--- config.mk ---
export PLATFORM = sky130hd
export DESIGN_NAME = unidade_mult_div
export DESIGN_NICKNAME = d
export VERILOG_FILES = /design/src/rtl/unidade_mult_div.sv
export SDC_FILE = /design/constraint.sdc
export NUM_CORES = 1
export LEC_CHECK = 0
export CAP_MARGIN = 20
export CORE_MARGIN = 2
export CORE_UTILIZATION = 52
export DETAILED_ROUTE_END_ITERATION = 7
export PLACE_DENSITY = 0.81
export SLEW_MARGIN = 10
export SYNTH_ARGS = -nofsm -noshare
export SYNTH_HDL_FRONTEND = slang
export SYNTH_SLANG_ARGS = --single-unit
--- constraint.sdc ---
create_clock -name Clock -period 3.8 [get_ports Clock]
set_input_delay 0.38 -clock Clock [delete_from_list [all_inputs] [get_ports Clock]]
set_output_delay 0.38 -clock Clock [all_outputs]
set_load 0.05 [all_outputs]
--- src/rtl/unidade_mult_div.sv ---
// Iterative unsigned multiply/divide unit: radix-2 shift-add MULT and restoring DIV,
// one iteration per cycle, result held in Hi/Lo until the next accepted operation.
module unidade_mult_div #(
    parameter int WIDTH = 32
) (
    input  logic             Clock,
    input  logic             Reset,
    input  logic             Start,
    input  logic [3:0]       ControleALU,
    input  logic [WIDTH-1:0] A,
    input  logic [WIDTH-1:0] B,
    output logic             Busy,
    output logic             Done,
    output logic [WIDTH-1:0] Hi,
    output logic [WIDTH-1:0] Lo,
    output logic             DivZero
);

    localparam int CNT_W = $clog2(WIDTH + 1);
    localparam logic [CNT_W-1:0] CNT_INIT = CNT_W'(WIDTH);
    localparam logic [CNT_W-1:0] CNT_ONE  = CNT_W'(1);
    localparam logic [3:0] OP_MULT = 4'b1000;
    localparam logic [3:0] OP_DIV  = 4'b1001;

    typedef enum logic [1:0] {IDLE, MULT_RUN, DIV_RUN, DONE} state_t;

    state_t             state_q, state_d;
    logic [CNT_W-1:0]   cnt_q, cnt_d;
    logic [2*WIDTH:0]   acc_q, acc_d;
    logic [WIDTH-1:0]   opb_q, opb_d;
    logic [WIDTH-1:0]   hi_q, hi_d;
    logic [WIDTH-1:0]   lo_q, lo_d;
    logic               busy_q, busy_d;
    logic               done_q, done_d;
    logic               dz_q, dz_d;

    logic               accept;
    logic [WIDTH:0]     mult_sum;
    logic [2*WIDTH:0]   mult_next;
    logic [WIDTH:0]     div_shift;
    logic [WIDTH:0]     div_diff;
    logic [2*WIDTH:0]   div_next;

    // acc layout: MULT = {carry, upper product, multiplier/lower product};
    // DIV = {remainder (WIDTH+1 bits), dividend/quotient}.
    always_comb begin
        accept = ((state_q == IDLE) || (state_q == DONE)) && Start &&
                 ((ControleALU == OP_MULT) || (ControleALU == OP_DIV));

        mult_sum  = acc_q[0] ? (acc_q[2*WIDTH:WIDTH] + {1'b0, opb_q})
                             : acc_q[2*WIDTH:WIDTH];
        mult_next = {1'b0, mult_sum, acc_q[WIDTH-1:1]};

        div_shift = {acc_q[2*WIDTH-1:WIDTH], acc_q[WIDTH-1]};
        div_diff  = div_shift - {1'b0, opb_q};
        if (!div_diff[WIDTH]) begin
            div_next = {div_diff, acc_q[WIDTH-2:0], 1'b1};
        end else begin
            div_next = {div_shift, acc_q[WIDTH-2:0], 1'b0};
        end
    end

    always_comb begin
        state_d = state_q;
        cnt_d   = cnt_q;
        acc_d   = acc_q;
        opb_d   = opb_q;
        hi_d    = hi_q;
        lo_d    = lo_q;
        busy_d  = busy_q;
        done_d  = 1'b0;
        dz_d    = dz_q;

        case (state_q)
            IDLE, DONE: begin
                if (accept) begin
                    opb_d   = B;
                    acc_d   = {{(WIDTH+1){1'b0}}, A};
                    cnt_d   = CNT_INIT;
                    dz_d    = 1'b0;
                    busy_d  = 1'b1;
                    state_d = (ControleALU == OP_MULT) ? MULT_RUN : DIV_RUN;
                end else begin
                    state_d = IDLE;
                end
            end

            MULT_RUN: begin
                acc_d = mult_next;
                cnt_d = cnt_q - CNT_ONE;
                if (cnt_q == CNT_ONE) begin
                    state_d = DONE;
                    busy_d  = 1'b0;
                    done_d  = 1'b1;
                    hi_d    = mult_next[2*WIDTH-1:WIDTH];
                    lo_d    = mult_next[WIDTH-1:0];
                end
            end

            DIV_RUN: begin
                if (opb_q == '0) begin
                    // Divide by zero finishes immediately with a fixed result.
                    state_d = DONE;
                    cnt_d   = '0;
                    busy_d  = 1'b0;
                    done_d  = 1'b1;
                    hi_d    = acc_q[WIDTH-1:0];
                    lo_d    = '1;
                    dz_d    = 1'b1;
                end else begin
                    acc_d = div_next;
                    cnt_d = cnt_q - CNT_ONE;
                    if (cnt_q == CNT_ONE) begin
                        state_d = DONE;
                        busy_d  = 1'b0;
                        done_d  = 1'b1;
                        hi_d    = div_next[2*WIDTH-1:WIDTH];
                        lo_d    = div_next[WIDTH-1:0];
                    end
                end
            end

            default: state_d = IDLE;
        endcase
    end

    always_ff @(posedge Clock) begin
        if (Reset) begin
            state_q <= IDLE;
            cnt_q   <= '0;
            acc_q   <= '0;
            opb_q   <= '0;
            hi_q    <= '0;
            lo_q    <= '0;
            busy_q  <= 1'b0;
            done_q  <= 1'b0;
            dz_q    <= 1'b0;
        end else begin
            state_q <= state_d;
            cnt_q   <= cnt_d;
            acc_q   <= acc_d;
            opb_q   <= opb_d;
            hi_q    <= hi_d;
            lo_q    <= lo_d;
            busy_q  <= busy_d;
            done_q  <= done_d;
            dz_q    <= dz_d;
        end
    end

    assign Busy    = busy_q;
    assign Done    = done_q;
    assign Hi      = hi_q;
    assign Lo      = lo_q;
    assign DivZero = dz_q;

endmodule

==> impl_metrics.csv <==
group,metric,value,unit
sta,post-route-period-util,95.9,%
finish,nNetsFinal,1928,
floorplanning,core_area,23300,um2
sta,relSlewSlack,35.1,%
floorplanning,io_pins,138,
synthesis,synth_area_per_cell,7.39,um2
sta,slew_viol_final,0,
synthesis,synth_seq_cells,172,
critical_path,path_buf_inv,2,
power_and_ir_drop,p_clk_share,39.5,%
floorplanning,dieHeight,157,um
power_and_ir_drop,sw_frac_of_total,32.8,%
routing,drtIter0Drc,1298,
clocking,clockBufferDepth,2,
synthesis,ys.flop_type,"dfxtp_1",
clocking,clock_latency,0.45,ns
sta,finalSetupViolations,0,
place,dp_hpwl,31700,um
sta,fmax,274,MHz
power_and_ir_drop,ir_drop,0.278,mV
critical_path,crit_chain,"buf_4 -> ha_1 -> inv_1 -> fa_1 -> nand2b_1 -> a21oi_2 -> o2111ai_1 -> a21oi_2 -> a31oi_2 -> xnor2_1 -> mux2i_1 -> and3_1 -> a2111oi_1",
grt,first_global_vias,12591,
clocking,h-tree-depth,4,
place,place_congestion,0.974,
power_and_ir_drop,p_int,3.09,mW
clocking,tritoncts,"built",
synthesis,synthCells,1648,
sta,tns,0,ns
critical_path,max_stage_delay,0.42,ns
clocking,clk_pin_slew,0.08,ns
grt,grt-ovfl-total,0,
critical_path,timing.critical_path.arrival,3.97,ns
run,drv_cap,0,
routing,first_pass_iters,6,
critical_path,critPathLaunchType,"flip-flop",
power_and_ir_drop,switchingPower,1.51,mW
grt,antenna_found_initial,0,
finish,design_area,14900,um2
routing,drc,0,
critical_path,end_kind,"flip-flop",
synthesis,ys_seq_area_share,28.3,%
power_and_ir_drop,p_comb_share,20.1,%
clocking,cts_made_buffers,17,
sta,rsz0062_at_grt,"no",
critical_path,crit_path_frequent_cell,"a21oi_2",
routing,avgViaCountPerCell,6.30,
critical_path,path_class,"reg -> reg",
floorplanning,dieWidth,157,um
power_and_ir_drop,pwr-share-seq,40.5,%
clocking,postCtsSetupBuffers,0,
finish,antenna-diode-count,0,
critical_path,worst-path-max-fanout,4,
floorplanning,start_util,52.4,%
sta,skew,0.0127,ns
routing,vias,13333,
synthesis,syn_area,12200,um2
clocking,cts.sinks,172,
worst_hold_path,hold_class,"in -> reg",
run_status,outcome,"finished, final reports clean",
synthesis,synth-edff-count,0,
synthesis,ys_async_sr_fraction,0,%
synthesis,yosysUniqueCellTypes,83,
place,numPortBuffers,137,
floorplanning,fp-row-count,56,
sta,fin_crit,3.64,ns
routing,drt_wl_total,42800,um
floorplanning,die_area,24700,um2
grt,grt_pass1_wl,66600,um
routing,ant_nets,0,
finish,drive_above_1_share,9.89,%
clocking,cts_root_buffer,"clkbuf_16",
place,place_area,14300,um2
critical_path,worst_path_max_delay_cell,"fa_1",
finish,syn_to_final_growth,22.2,%
synthesis,synth_area_leaders,"dfxtp_1 (28%), a21oi_1 (9.7%), ha_1 (7.1%)",
sta,hold_violations,0,
grt,grt_usage,34.5,%
power_and_ir_drop,p_leak,5.70,nW
finish,final_cell_mix,"a21oi_1 (235), nand2_1 (207), nor2_1 (197), dfxtp_1 (169), clkdlybuf4s50_1 (136)",
sta,worst_pin_slew,0.970,ns
power_and_ir_drop,power.density,309,nW/um2
synthesis,yosysWarnings,0,
finish,final_common_cell,"a21oi_1",
critical_path,cp.required,4.12,ns
critical_path,crit_family,"compound AO/OA/AOI/OAI gates",
synthesis,synth_top_area_share,28.3,%
grt,grt_max_degree,80,
synthesis,yosysTopAreaCell,"dfxtp_1",
synthesis,postSynthNetCount,1790,
routing,wl_per_cell,20.2,um
## cell type report
cell class	count	area [um2]
Inverter	55	206
Sequential cell	172	3450
Clock inverter	15	179
Multi-Input combinational cell	1305	8100
Clock buffer	17	425
Tap cell	319	399
Fill cell	2117	8370
Timing Repair Buffer	235	2130
## power groups by stage
stage	Combinational (mW)	Clock, mW	Sequential (mW)
after global placement	0.890	0	1.90
final	0.923	1.81	1.86
after floorplan	0.548	0	1.91
after global routing	0.990	1.88	1.86
after CTS	0.900	1.82	1.86
after detailed placement	0.895	0	1.90
## worst reg2reg max path: cells and delay by family (launching register included)
kind / cells / cell delay, ns
DFF: 1 / 0.35
and+or+nand+nor: 2 / 0.41
xor gates and xnor gates: 1 / 0.39
adders and majority gates: 2 / 0.64
AOI/OAI and AO/OA: 5 / 1.36
muxes: 1 / 0.17
buffers and inverters: 2 / 0.20
## cell families after synthesis
family          Yosys count  share of synthesized area [%]
compound gates          593                           31.2
xor+xnor                 51                           3.67
fa+ha+maj                71                           7.42
buf+inv                 171                           5.71
flops                   172                           28.3
mux                      51                           4.33
simple gates            539                           19.4
## worst paths after layout
check                         from                     end  slack [ns]  cells past startpoint
min reg2reg    Lo[24]$_SDFFE_PP0P_     Lo[24]$_SDFFE_PP0P_        0.45                      2
max reg2reg  opb_q[0]$_SDFFE_PP0P_     Hi[21]$_SDFFE_PP0P_        0.16                     13
max          opb_q[0]$_SDFFE_PP0P_     Hi[21]$_SDFFE_PP0P_        0.16                     13
min                          Reset  acc_q[64]$_SDFFE_PP0P_        0.39                      2
## cell usage after synthesis (7+ instances only)
cell	number
nand2_1	208
clkbuf_1	76
o21ai_0	86
inv_1	55
a211oi_1	19
buf_1	10
a211o_1	7
a21oi_1	235
and3_1	11
nand2b_1	13
mux2i_1	37
a21o_1	26
buf_2	23
nor2_1	197
nor3_1	16
a31oi_1	19
xor2_1	20
dfxtp_1	172
xnor2_1	31
nand3_1	27
mux2_2	14
o21a_1	10
o211ai_1	14
ha_1	69
nor2b_1	14
nand4_1	11
o22ai_1	10
a22oi_1	46
o221ai_1	40
nor4_1	9
## routing by layer
layer  global-route usage [%]  vias up  routed length [um]
met5                        0        -                   0
met4                     19.7        0                2840
met2                     58.2      705               20200
li1                         -     6278                   -
met1                     41.9     6163               16600
met3                     5.26      187                3110
## state kept, by name (all words and copies together) (netlist names)
signal   cells
acc_q       65
DivZero      1
state_q      2
Lo          32
cnt_q        6
Done         1
opb_q       32
Hi          32
Busy         1
## stage by stage
stage	setup WS (ns)	cells	hold WS (ns)	power (mW)	util, %
6_report	0.156	2118	0.389	4.60	64.0
5_1_grt	0.000542	2118	0.413	4.73	64.0
4_1_cts	0.0811	2118	0.383	4.58	63.9
3_5_place_dp	-0.0249	2086	0.443	2.80	61.3
3_3_place_gp	0.0815	2086	0.439	2.79	61.3
2_1_floorplan	0.0143	1648	0.440	2.45	-
## timing repair
action / 4_1_cts / 5_1_grt
setup endpoints to repair: 1 / 42
pin swaps: 0 / 1
hold buffers: 0 / 0
hold endpoints to repair: 0 / 0
gates resized for setup: 1 / 6
No activity file was read; power rests on OpenSTA's default activity.
